==> config.mk <==
export PLATFORM = sky130hd
export DESIGN_NAME = ep_sched
export DESIGN_NICKNAME = d
export VERILOG_FILES = /design/src/rtl/ep_sched.sv
export SDC_FILE = /design/constraint.sdc
export NUM_CORES = 1
export LEC_CHECK = 0
export CAP_MARGIN = 5
export CORE_MARGIN = 2
export CORE_UTILIZATION = 51
export DETAILED_ROUTE_END_ITERATION = 7
export GPL_ROUTABILITY_DRIVEN = 0
export PLACE_DENSITY_LB_ADDON = 0.15
export SLEW_MARGIN = 20
export SYNTH_ARGS = -nofsm -noshare
export SYNTH_HDL_FRONTEND = slang
export SYNTH_SLANG_ARGS = --single-unit
==> constraint.sdc <==
create_clock -name clk -period 3.5 [get_ports clk]
set_input_delay 1.05 -clock clk [delete_from_list [all_inputs] [get_ports clk]]
set_output_delay 1.05 -clock clk [all_outputs]
set_load 0.005 [all_outputs]
==> src/rtl/ep_sched.sv <==
// ep_sched: weighted round-robin scheduler that hands a shared PCIe endpoint
// turn to one of four requesters, supervises the hold and times it out.

// Per-requester credit counter: reload to max(wgt,1), or count down by one.
module ep_credit (
  input  logic       clk,
  input  logic       rst,
  input  logic [3:0] wgt,
  input  logic       reload,
  input  logic       dec,
  output logic [3:0] credit
);
  // Reset credit is 1, so the first reload happens on first use or skip
  // and picks up whatever weight is live at that moment.
  always_ff @(posedge clk or posedge rst) begin
    if (rst)         credit <= 4'd1;
    else if (reload) credit <= (wgt == 4'd0) ? 4'd1 : wgt;
    else if (dec)    credit <= credit - 4'd1;
  end
endmodule

module ep_sched #(
  parameter int TMO   = 1023,
  parameter int TMO_W = 10
) (
  input  logic        clk,
  input  logic        rst,
  input  logic        chn_trn,
  output logic        chn_drvn,
  output logic        chn_reqep,
  input  logic [3:0]  req,
  input  logic [3:0]  drvn,
  input  logic [15:0] wgt,
  output logic [3:0]  trn,
  output logic [1:0]  gnt_id,
  output logic        tmo
);
  localparam int NUM_LANES = 4;

  typedef enum logic [1:0] {IDLE, WAIT, SETTLE, HOLD} state_t;

  state_t                          state_q, state_d;
  logic [1:0]                      ptr;
  logic [TMO_W-1:0]                hold_cnt;
  logic [NUM_LANES-1:0][3:0]       wgt_l;
  logic [NUM_LANES-1:0][3:0]       credit;
  logic [NUM_LANES-1:0]            skip, reload, dec;
  logic [1:0]                      sel, idx;
  logic                            found, exhaust;
  logic                            do_grant, do_exit, do_tmo;

  assign wgt_l = wgt;

  // Round-robin search from ptr; requesters passed over on the way are
  // flagged so their credit gets refreshed.
  always_comb begin
    sel   = 2'd0;
    found = 1'b0;
    skip  = '0;
    idx   = 2'd0;
    for (int k = 0; k < NUM_LANES; k++) begin
      idx = ptr + 2'(k);
      if (!found) begin
        if (req[idx]) begin
          found = 1'b1;
          sel   = idx;
        end else begin
          skip[idx] = 1'b1;
        end
      end
    end
  end

  assign exhaust = (credit[sel] == 4'd1);

  // State register.
  always_ff @(posedge clk or posedge rst) begin
    if (rst) state_q <= IDLE;
    else     state_q <= state_d;
  end

  // Next state and the grant/exit/timeout strobes.
  always_comb begin
    state_d  = state_q;
    do_grant = 1'b0;
    do_exit  = 1'b0;
    do_tmo   = 1'b0;
    case (state_q)
      IDLE:   state_d = WAIT;
      WAIT: begin
        if (chn_trn && found) begin
          do_grant = 1'b1;
          state_d  = SETTLE;
        end
      end
      SETTLE: state_d = HOLD;
      HOLD: begin
        // Only drvn or the timeout ends the hold; req is not looked at.
        if (drvn == 4'd0) begin
          do_exit = 1'b1;
          state_d = WAIT;
        end else if (hold_cnt == TMO_W'(TMO - 1)) begin
          do_tmo  = 1'b1;
          state_d = WAIT;
        end
      end
      default: state_d = IDLE;
    endcase
  end

  // Per-lane credit control: skipped or exhausted lanes reload, the granted
  // lane otherwise counts down; a timeout forces the holder to reload.
  always_comb begin
    reload = '0;
    dec    = '0;
    for (int i = 0; i < NUM_LANES; i++) begin
      reload[i] = (do_grant && (skip[i] || (sel == 2'(i) && exhaust))) ||
                  (do_tmo && gnt_id == 2'(i));
      dec[i]    = do_grant && sel == 2'(i) && !exhaust;
    end
  end

  for (genvar i = 0; i < NUM_LANES; i++) begin : g_lane
    ep_credit u_cred (
      .clk    (clk),
      .rst    (rst),
      .wgt    (wgt_l[i]),
      .reload (reload[i]),
      .dec    (dec[i]),
      .credit (credit[i])
    );
  end

  // Grant outputs, endpoint drive flag, timeout pulse and pointer.
  always_ff @(posedge clk or posedge rst) begin
    if (rst) begin
      trn      <= '0;
      gnt_id   <= '0;
      chn_drvn <= 1'b0;
      tmo      <= 1'b0;
      ptr      <= '0;
    end else begin
      trn <= '0;
      tmo <= 1'b0;
      if (do_grant) begin
        trn      <= 4'b0001 << sel;
        gnt_id   <= sel;
        chn_drvn <= 1'b1;
        ptr      <= exhaust ? sel + 2'd1 : sel;
      end
      if (do_exit || do_tmo) chn_drvn <= 1'b0;
      if (do_tmo) begin
        tmo <= 1'b1;
        ptr <= gnt_id + 2'd1;
      end
    end
  end

  // Hold counter: cleared in SETTLE, counts HOLD cycles with drvn active.
  always_ff @(posedge clk or posedge rst) begin
    if (rst)                                 hold_cnt <= '0;
    else if (state_q == SETTLE)              hold_cnt <= '0;
    else if (state_q == HOLD && drvn != '0)  hold_cnt <= hold_cnt + 1'b1;
  end

  // Request summary to upstream, independent of FSM state.
  always_ff @(posedge clk or posedge rst) begin
    if (rst) chn_reqep <= 1'b0;
    else     chn_reqep <= |req;
  end
endmodule
### Word-level counts from Yosys, hierarchy flattened

Index checks and enable logic that the tools add are counted.

| cells by class | value |
|---|---|
| multipliers | 0 |
| equal/unequal tests | 13 |
| shift operators | 1 |
| bitwise gates (word level) | 3 |
| order comparisons | 9 |
| divide/modulo/power cells | 0 |
| reduce and logical (&&, ||, !) cells | 54 |
| multiplexer cells | 71 |
| add/subtract/negate cells | 10 |

Operators with widths:

| kind | count |
|---|---|
| $mux 4 | 21 |
| $logic_and 1x1->1 | 26 |
| $mux 2 | 13 |
| $mux 1 | 25 |
| $logic_not 4->1 | 5 |
| $mux 10 | 2 |
| $sub 4x1->4 const B | 4 |
| $lt 2x3->1 const B | 5 |
| $reduce_bool 2->1 | 7 |
| $eq 2x2->1 const B | 6 |
| $or 4x4->4 | 3 |
| $add 10x1->10 const B | 1 |
| $eq 10x10->1 const B | 1 |
| $logic_or 1x1->1 | 9 |
| $bmux 1 s2 | 4 |
| $bmux 4 s2 | 1 |
| $demux 1 s2 | 4 |
| $ge 2x1->1 const B | 4 |
| $pmux 2 s4 | 1 |
| $add 2x1->2 const B | 3 |
| $eq 2x1->1 const B | 3 |
| $logic_not 2->1 | 3 |
| $add 2x2->2 const B | 2 |
| $eq 4x1->1 const B | 1 |
| 7 further kinds | 7 |

| word-level totals | value |
|---|---|
| output and inout bits | 9 |
| latch bits | 0 |
| flip-flop bits (word level) | 39 |
| word-level logic and storage cells | 173 |
| RAM bits | 0 |
| input port bits | 27 |
| memories | 0 |
| ROM bits | 0 |

### Logic depth before layout (Yosys ltp)

Gate-level depths: netlist of the first run.

| depth | value |
|---|---|
| depth in word-level cells | 18 |
| mapped depth | 16 |
| gate-level depth less buffers | 13 |

### Hierarchy

A second synthesis of the first run with hierarchy kept.

| unflattened totals | value |
|---|---|
| cells, all modules | 305 |
| area, all modules | 2852.7 µm² |

Modules (own cells, without submodules):

| module | seq. area each (µm²) | cells each | instances | area each (µm²) |
|---|---|---|---|---|
| ep_sched | 575.6 | 213 | 1 | 1926.8 |
| ep_credit | 101.3 | 23 | 4 | 231.5 |

### Worst setup path after synthesis of the first run

OpenSTA, ideal clock, no wires.

| timing path | value |
|---|---|
| path kind | input -> register |
| start point | input req[3] |
| end point | register g_lane[1].u_cred.credit[2] |
| data required time | 3375 ps |
| buffers on the path | 1 |
| setup time | 125 ps |
| arrival time | 3564 ps |
| stages | 10 |
| path slack | -189 ps |
| cells stage by stage | clkbuf_2 mux4_2 or2_4 a2111oi_4 nor2_2 ha_1 nand2_1 inv_1 a21oi_4 mux2_4 |

| on the way | value |
|---|---|
| longest elaborated chain between the ends | 17 |
| elaborated cells on any way between the ends | 48 |
| classes of those cells | 2 x eq/ne; 34 x mux; 3 x bitwise; 9 x reduce/logical |

RTL lines:

| item | line | source |
|---|---|---|
| from (decl) | 31 | `input logic [3:0] req,` |
| $bmux 1 s2 | 64 | `if (req[idx]) begin` |
| $mux 1 (not written as such) | 64 |  |
| $mux 2 (2 in a row) | 64 |  |
| $mux 2 | 63 | `if (!found) begin` |
| $mux 2 | 64 |  |
| $mux 2 | 63 |  |
| $mux 2 | 64 |  |
| $mux 2 | 63 |  |
| $bmux 4 s2 | 74 | `assign exhaust = (credit[sel] == 4'd1);` |
| $mux 4 (not written as such) | 74 |  |
| $eq 4x1->1 | 74 |  |
| $logic_and 1x1->1 | 117 | `reload[i] = (do_grant && (skip[i] \|\| (sel == 2'(i) && exhaust))) \|\|` |
| $logic_or 1x1->1 | 117 |  |
| $logic_and 1x1->1 | 117 |  |
| $logic_or 1x1->1 | 117 |  |
| $mux 4 / $reduce_bool 2->1 (equally long branches) | -- |  |
| to (signal assigned) | 17 | `else if (reload) credit <= (wgt == 4'd0) ? 4'd1 : wgt;` |
| to (signal assigned) | 18 | `else if (dec) credit <= credit - 4'd1;` |
| to (decl) | 11 | `output logic [3:0] credit` |

Parallel ways exist; a longest one is shown, timed or not. The select of a mux whose other input is x is not followed.
A chain may end at the register's enable or synchronous reset.

### Final worst setup path of the first run

| timing path | value |
|---|---|
| start point | input req[0] |
| end point | register g_lane[2].u_cred.credit[2] |

| on the way | value |
|---|---|
| longest elaborated chain between the ends | 17 |
| elaborated cells on any way between the ends | 48 |
| classes of those cells | 2 x eq/ne; 34 x mux; 3 x bitwise; 9 x reduce/logical |

RTL lines:

| item | line | source |
|---|---|---|
| $bmux 1 s2 | 64 |  |
| $mux 1 (not written as such) | 64 |  |
| $mux 2 (2 in a row) | 64 |  |
| $mux 2 | 63 |  |
| $mux 2 | 64 |  |
| $mux 2 | 63 |  |
| $mux 2 | 64 |  |
| $mux 2 * | 63 |  |
| named net sel[1] | 48 | `logic [1:0] sel, idx;` |
| $bmux 4 s2 | 74 |  |
| $mux 4 (not written as such) | 74 |  |
| $eq 4x1->1 | 74 |  |
| $logic_and 1x1->1 | 117 |  |
| $logic_or 1x1->1 | 117 |  |
| $logic_and 1x1->1 | 117 |  |
| $logic_or 1x1->1 | 117 |  |
| $mux 4 / $reduce_bool 2->1 (equally long branches) | -- |  |
| to (signal assigned) | 17 |  |
| to (signal assigned) | 18 |  |
| to (decl) | 11 |  |

Mark *: on every way through the listed nets, which the timed path passes. The rest lies on a longest branch. The select of a mux whose other input is x is not followed.

==> impl_results.md, run 1 <==
- Outcome: complete, no violations
- Final Hold Vio Count: 0
- Post-layout util: 0.689
- Leakage power: 1.79 nW
- Max-slew violation count: 0
- First drt pass iteration count: 4
- Syn nets: 358
- Worst hold margin: 0.499 ns
- Asr flop ratio synth: 1.00
- Reg-to-reg slack, setup: 0.37 ns
- GRT Util Overall: 0.230
- H-tree Lvls: 2
- Hold Path Class: flip-flop to flip-flop
- Final WS setup: 0.229 ns
- Clock transition at the registers of the reported paths: 0.08 ns
- Slowest stage cell on the critical path: mux4_2
- Root buffer cell: clkbuf_8
- Fill cells: 473
- Critical path's top delay family: multiplexers
- Max-Cap Viols: 0
- Placed inst area: 0.00368 sq mm
- Dpl cells: 455
- Post-place setup slack: -0.316 ns
- Synth top area share: 0.294
- YS warnings: 0
- Ant. Diodes: 0
- Crit-path max cell delay: 0.49 ns
- Critical path type: input pin to flip-flop
- Synthesized flop and latch total: 39
- Power per cell area: 766 mW/mm^2
- Crit path launch: req[0]
- Drt wl/cell: 14.8 microns
- Area leader, netlist: dfrtp_1
- Worst skew pair latency: 0.29 ns
- Setup crit end kind: flip-flop
- CTS tree: done
- Via Count: 2639
- CTS Sinks: 39
- Syn_area_per_cell: 9.63 sq um
- Remaining antenna violation count: 0
- Post-route DRC: 0
- Gr ovfl total: 0
- Final period utilization: 0.934
- Initial cell density of the core: 0.534
- Largest net degree at the start of global routing: 40
- Die width: 80.4 microns
- Die area: 0.00646 sq mm
- Final std cells w/o fill: 464
- Worst vdd ir: 0.473 mV
- Die Y: 80.4 microns
- Fraction of layout cells with a size suffix above 1: 0.245
- Layout area overhead: 29.0%
- Rows: 27
- Startpoint type of the worst setup path: input pin
- Reg2Reg Launch Point: ptr[1]
- Fmax: 0.306 GHz
- Worst Path Required: 3.67 ns
- Sequential area share after synthesis: 0.330
- Via density per instance: 5.69
- CTS Buffer Depth: 2
- WP buf/inv: 3
- Post-synth top flop: dfrtp_1
- Netlist cell types: 67
- Vias in the first global route: 2614
- Final total power: 2.94 mW
- Port Buf Inserts: 35
- Clock Skew: 0.00970 ns
- Post-synthesis cell area: 0.00298 sq mm
- Critical path, cell by cell: dlymetal6s2s_1 > mux4_2 > or2_4 > a2111oi_4 > nor2_2 > inv_1 > ha_1 > nand2_1 > inv_2 > nand2_1 > xnor2_1 > mux2_4
- CTS buffer count: 5
- CP max FO: 7
- First-iteration detailed-routing DRC count: 126
- Post-route design area: 0.00384 sq mm
- Worst slew pin tran: 0.499 ns
- Slew margin rel.: 0.667
- Detailed-placement wirelength estimate: 5.25 mm
- Commonest non-fill, non-tap cells in the layout: 51 x buf_4, 35 x dfrtp_1, 31 x clkdlybuf4s50_1, 28 x inv_1, 27 x nor2_1
- Nets: 440
- Initial antenna violation count: 0
- First-pass GRT wire length: 11.8 mm
- Post-synth EDFFs: 0
- RSZ-0062 raised after global routing: false
- Setup violators final: 0
- Crit path time final: 3.27 ns
- Most common cell after layout, fill and taps aside: buf_4
- Synth area leaders: dfrtp_1 29%, ha_1 9.2%, inv_1 3.8%
- Core ar.: 0.00557 sq mm
- Crit path DAT: 3.44 ns
- Post-Synthesis Cells: 309
- Most frequent CP cell: nand2_1
- Setup TNS: 0 ns
- Final Routed Wirelength: 6.86 mm
- Min-delay src: g_lane[1].u_cred.credit[0]
- I/O pins: 36
## worst paths after layout
check | endpoint | cells past startpoint
min in group asynchronous | g_lane[3].u_cred.credit[2] | 3
min reg2reg | g_lane[1].u_cred.credit[0] | 1
min | g_lane[1].u_cred.credit[0] | 1
max | g_lane[2].u_cred.credit[2] | 12
max reg2reg | g_lane[2].u_cred.credit[2] | 13
max in group asynchronous | g_lane[0].u_cred.credit[0] | 3
## metal layers
layer	part of all wire	GRT usage	vias up
met5	0	0	-
met3	0.035	0.0404	4
li1	-	-	1300
met4	0.0026	0.0424	0
met2	0.51	0.397	58
met1	0.46	0.305	1277
## flip-flops by register name, summed over array words and instances (netlist names)
register,count
g_lane.u_cred.credit,16
hold_cnt,10
trn,4
gnt_id,2
ptr,2
state_q,2
chn_drvn,1
chn_reqep,1
tmo,1
## kinds of logic (layout without fill, tap and decap cells)
family | after synthesis | count (layout) | share of synthesized area
simple gates | 98 | 98 | 0.178
compound gates | 85 | 85 | 0.226
buf+inv | 41 | 124 | 0.0748
flops | 39 | 39 | 0.330
fa+ha+maj | 22 | 22 | 0.0925
mux | 14 | 14 | 0.0702
xor+xnor | 10 | 10 | 0.0294
## synth_stat cells, types with 4 or more instances
library cell and number:
and3_1 4, nand2_1 16, nor2_1 28, a22oi_1 8
dfrtp_1 35, nand3_1 9, nand4_1 6, a21oi_1 14
o22ai_1 4, a22o_1 4, o21ai_0 8, mux2i_1 4
o211ai_1 4, ha_1 22, xor2_1 6, buf_6 5
inv_1 30, mux2_2 4, dfstp_2 4, xnor2_1 4
nor3_1 9, or3_1 6
## layout make-up
type	count	area [sq um]	share of cell area
timing repair buffer	86	743	0.193
multi-input combinational	229	1780	0.463
sequential	39	981	0.255
tap	72	90.1	0.0235
clock inverter	3	67.6	0.0176
inverter	30	113	0.0293
clock buffer	5	68.8	0.0179
## timing repair
action | in CTS | in global routing
endpoints found under the hold margin | 0 | 0
gates cloned | 0 | 0
hold buffers | 0 | 0
setup buffers | 0 | 1
endpoints found under the setup margin | 1 | 9
pin swaps | 0 | 1
gates resized for setup | 1 | 4
## where the power goes
group	internal, mW	total, mW	switching (mW)	leakage, nW
Clock	0.284	0.450	0.166	0.0644
Combinational	0.858	1.73	0.868	1.25
Sequential	0.624	0.766	0.142	0.476
Power figures use the tool's default switching activity.
==> run 2: changes to the inputs <==
--- a/config.mk
+++ b/config.mk
@@ -8,6 +8,7 @@
 export CAP_MARGIN = 5
 export CORE_MARGIN = 2
 export CORE_UTILIZATION = 51
+export CTS_CLUSTER_SIZE = 8
 export DETAILED_ROUTE_END_ITERATION = 7
 export GPL_ROUTABILITY_DRIVEN = 0
 export PLACE_DENSITY_LB_ADDON = 0.15
==> results of run 2 <==
No change in the layout: final DEF, timing and power equal those of run 1.
==> run 3: changes to the inputs <==
--- a/config.mk
+++ b/config.mk
@@ -7,7 +7,7 @@
 export LEC_CHECK = 0
 export CAP_MARGIN = 5
 export CORE_MARGIN = 2
-export CORE_UTILIZATION = 51
+export CORE_UTILIZATION = 56
 export CTS_CLUSTER_SIZE = 8
 export DETAILED_ROUTE_END_ITERATION = 7
 export GPL_ROUTABILITY_DRIVEN = 0
==> constraint.sdc (replaced) <==
create_clock -name clk -period 3.7 [get_ports clk]
set_input_delay 1.11 -clock clk [delete_from_list [all_inputs] [get_ports clk]]
set_output_delay 1.11 -clock clk [all_outputs]
set_load 0.005 [all_outputs]
==> run 3 against run 2 <==
Compared with the run above: cell count is 2.6% lower; sequential cell count stayed put; sequential share of layout area is 0.71 points higher; worst setup slack worse by 0.030 ns; hold slack worse by 0.0039 ns; sequential power is 4.8% lower; critical path type unchanged; clock skew is 0.0013 ns lower; register-to-register slack better by 0.30 ns; final area is 2.7% lower.
==> impl_results.md, run 3 (synthesized netlist as in run 1, its figures left out) <==
- First drt pass iteration count: 4
- Hold Path Class: flip-flop to flip-flop
- Hold_buf cts: 0
- Drt wl/cell: 15.7 microns
- Setup violators final: 0
- Post-CTS resize count: 0
- Die area: 0.00591 sq mm
- Most frequent CP cell: or2_4
- Crit path time final: 3.50 ns
- Die width: 76.9 microns
- CTS buffer count: 5
- Final WS setup: 0.199 ns
- Via Count: 2650
- First-iteration detailed-routing DRC count: 128
- Largest registers: g_lane.u_cred.credit x16, hold_cnt x10, trn x4
- Crit path DAT: 3.69 ns
- Setup crit end kind: flip-flop
- Rows: 26
- Startpoint type of the worst setup path: input pin
- Port Buf Inserts: 35
- Critical path type: input pin to flip-flop
- Post-route DRC: 0
- Vias in the first global route: 2622
- Max-slew violation count: 0
- Worst skew pair latency: 0.30 ns
- Fraction of layout cells with a size suffix above 1: 0.217
- Outcome: complete, no violations
- Nets: 430
- Worst vdd ir: 0.410 mV
- GRT Util Overall: 0.258
- Worst slew pin tran: 0.603 ns
- Worst Path Required: 3.88 ns
- Final total power: 2.68 mW
- Commonest non-fill, non-tap cells in the layout: 40 x buf_4, 35 x dfrtp_1, 35 x clkdlybuf4s50_1, 29 x inv_1, 28 x nor2_1
- Via density per instance: 5.86
- Most common cell after layout, fill and taps aside: buf_4
- Crit-path max cell delay: 0.51 ns
- I/O pins: 36
- Root buffer cell: clkbuf_8
- Register bank with the most flops: g_lane.u_cred.credit
- Final period utilization: 0.946
- CTS Sinks: 39
- Gr ovfl total: 0
- Slowest stage cell on the critical path: clkdlybuf4s50_1
- Critical path, cell by cell: clkdlybuf4s50_1 > mux4_2 > or2_4 > a2111oi_4 > buf_4 > a211oi_2 > or2_4 > a21oi_4 > mux2_4
- Postcts setup bufs: 0
- Final Hold Vio Count: 0
- H-tree Lvls: 2
- Slew margin rel.: 0.593
- Largest net degree at the start of global routing: 40
- Fmax: 0.286 GHz
- Clock transition at the registers of the reported paths: 0.08 ns
- Power per cell area: 717 mW/mm^2
- Die Y: 76.9 microns
- Layout area overhead: 25.6%
- Ant. Diodes: 0
- CP max FO: 6
- Max reg flops: 16
- Clock Skew: 0.00844 ns
- CTS Buffer Depth: 2
- Remaining antenna violation count: 0
- Post-place setup slack: -0.169 ns
- RSZ-0062 raised after global routing: false
- Core ar.: 0.00511 sq mm
- Leakage power: 1.70 nW
- Final Routed Wirelength: 7.08 mm
- Initial cell density of the core: 0.583
- Max-Cap Viols: 0
- Detailed-placement wirelength estimate: 5.50 mm
- First-pass GRT wire length: 12.5 mm
- Initial antenna violation count: 0
- CTS tree: done
==> run 3: worst paths after layout <==
| kind | start | slack (ns) | depth (start not counted) | end |
|---|---|---|---|---|
| min in group asynchronous | rst | 1.24 | 3 | hold_cnt[5] |
| worst max-delay path | req[3] | 0.20 | 9 | g_lane[2].u_cred.credit[2] |
| worst min-delay path | g_lane[2].u_cred.credit[0] | 0.50 | 1 | g_lane[2].u_cred.credit[0] |
| worst min register to register | g_lane[2].u_cred.credit[0] | 0.50 | 1 | g_lane[2].u_cred.credit[0] |
| worst max register to register | ptr[1] | 0.67 | 10 | g_lane[2].u_cred.credit[2] |
| max in group asynchronous | rst | 2.09 | 3 | g_lane[0].u_cred.credit[0] |
==> run 3: layout make-up <==
class,count,area (sq um)
Clock inverter,3,43.8
Inverter,30,113
Tap cell,70,87.6
Clock buffer,5,68.8
Multi-Input combinational cell,229,1770
Timing Repair Buffer,76,671
Fill cell,405,1370
Sequential cell,39,981
==> run 3: worst max-delay path: cells and delay by family <==
| family | cells | cell delay, ns |
|---|---|---|
| muxes | 2 | 0.81 |
| buffers and inverters | 2 | 0.71 |
| and+or+nand+nor | 2 | 0.58 |
| AOI/OAI and AO/OA | 3 | 0.46 |
==> run 3: through the flow <==
| stage | util | instance area [sq um] | TNS, ns | instances | hold WS (ns) |
|---|---|---|---|---|---|
| 2_1_floorplan | - | 2980 | 0 | 309 | 0.469 |
| 3_3_place_gp | 0.710 | 3620 | -0.0586 | 444 | 0.481 |
| 3_5_place_dp | 0.710 | 3620 | -0.538 | 444 | 0.488 |
| 4_1_cts | 0.732 | 3740 | 0 | 452 | 0.500 |
| 5_1_grt | 0.732 | 3740 | 0 | 452 | 0.527 |
| 6_report | 0.732 | 3740 | 0 | 452 | 0.495 |
==> run 3: where the power goes <==
group / leakage (nW) / internal [mW] / switching, mW
logic: 1.17 / 0.770 / 0.819
registers: 0.476 / 0.590 / 0.140
clock network: 0.0581 / 0.201 / 0.161
total: 1.70 / 1.56 / 1.12
==> run 3: metal layers <==
metal / up-vias / global-route usage / share of wire
met1: 1293 / 0.353 / 0.45
met3: 6 / 0.0400 / 0.044
li1: 1284 / - / -
met2: 67 / 0.431 / 0.49
met4: 0 / 0.0636 / 0.0086
met5: - / 0 / 0
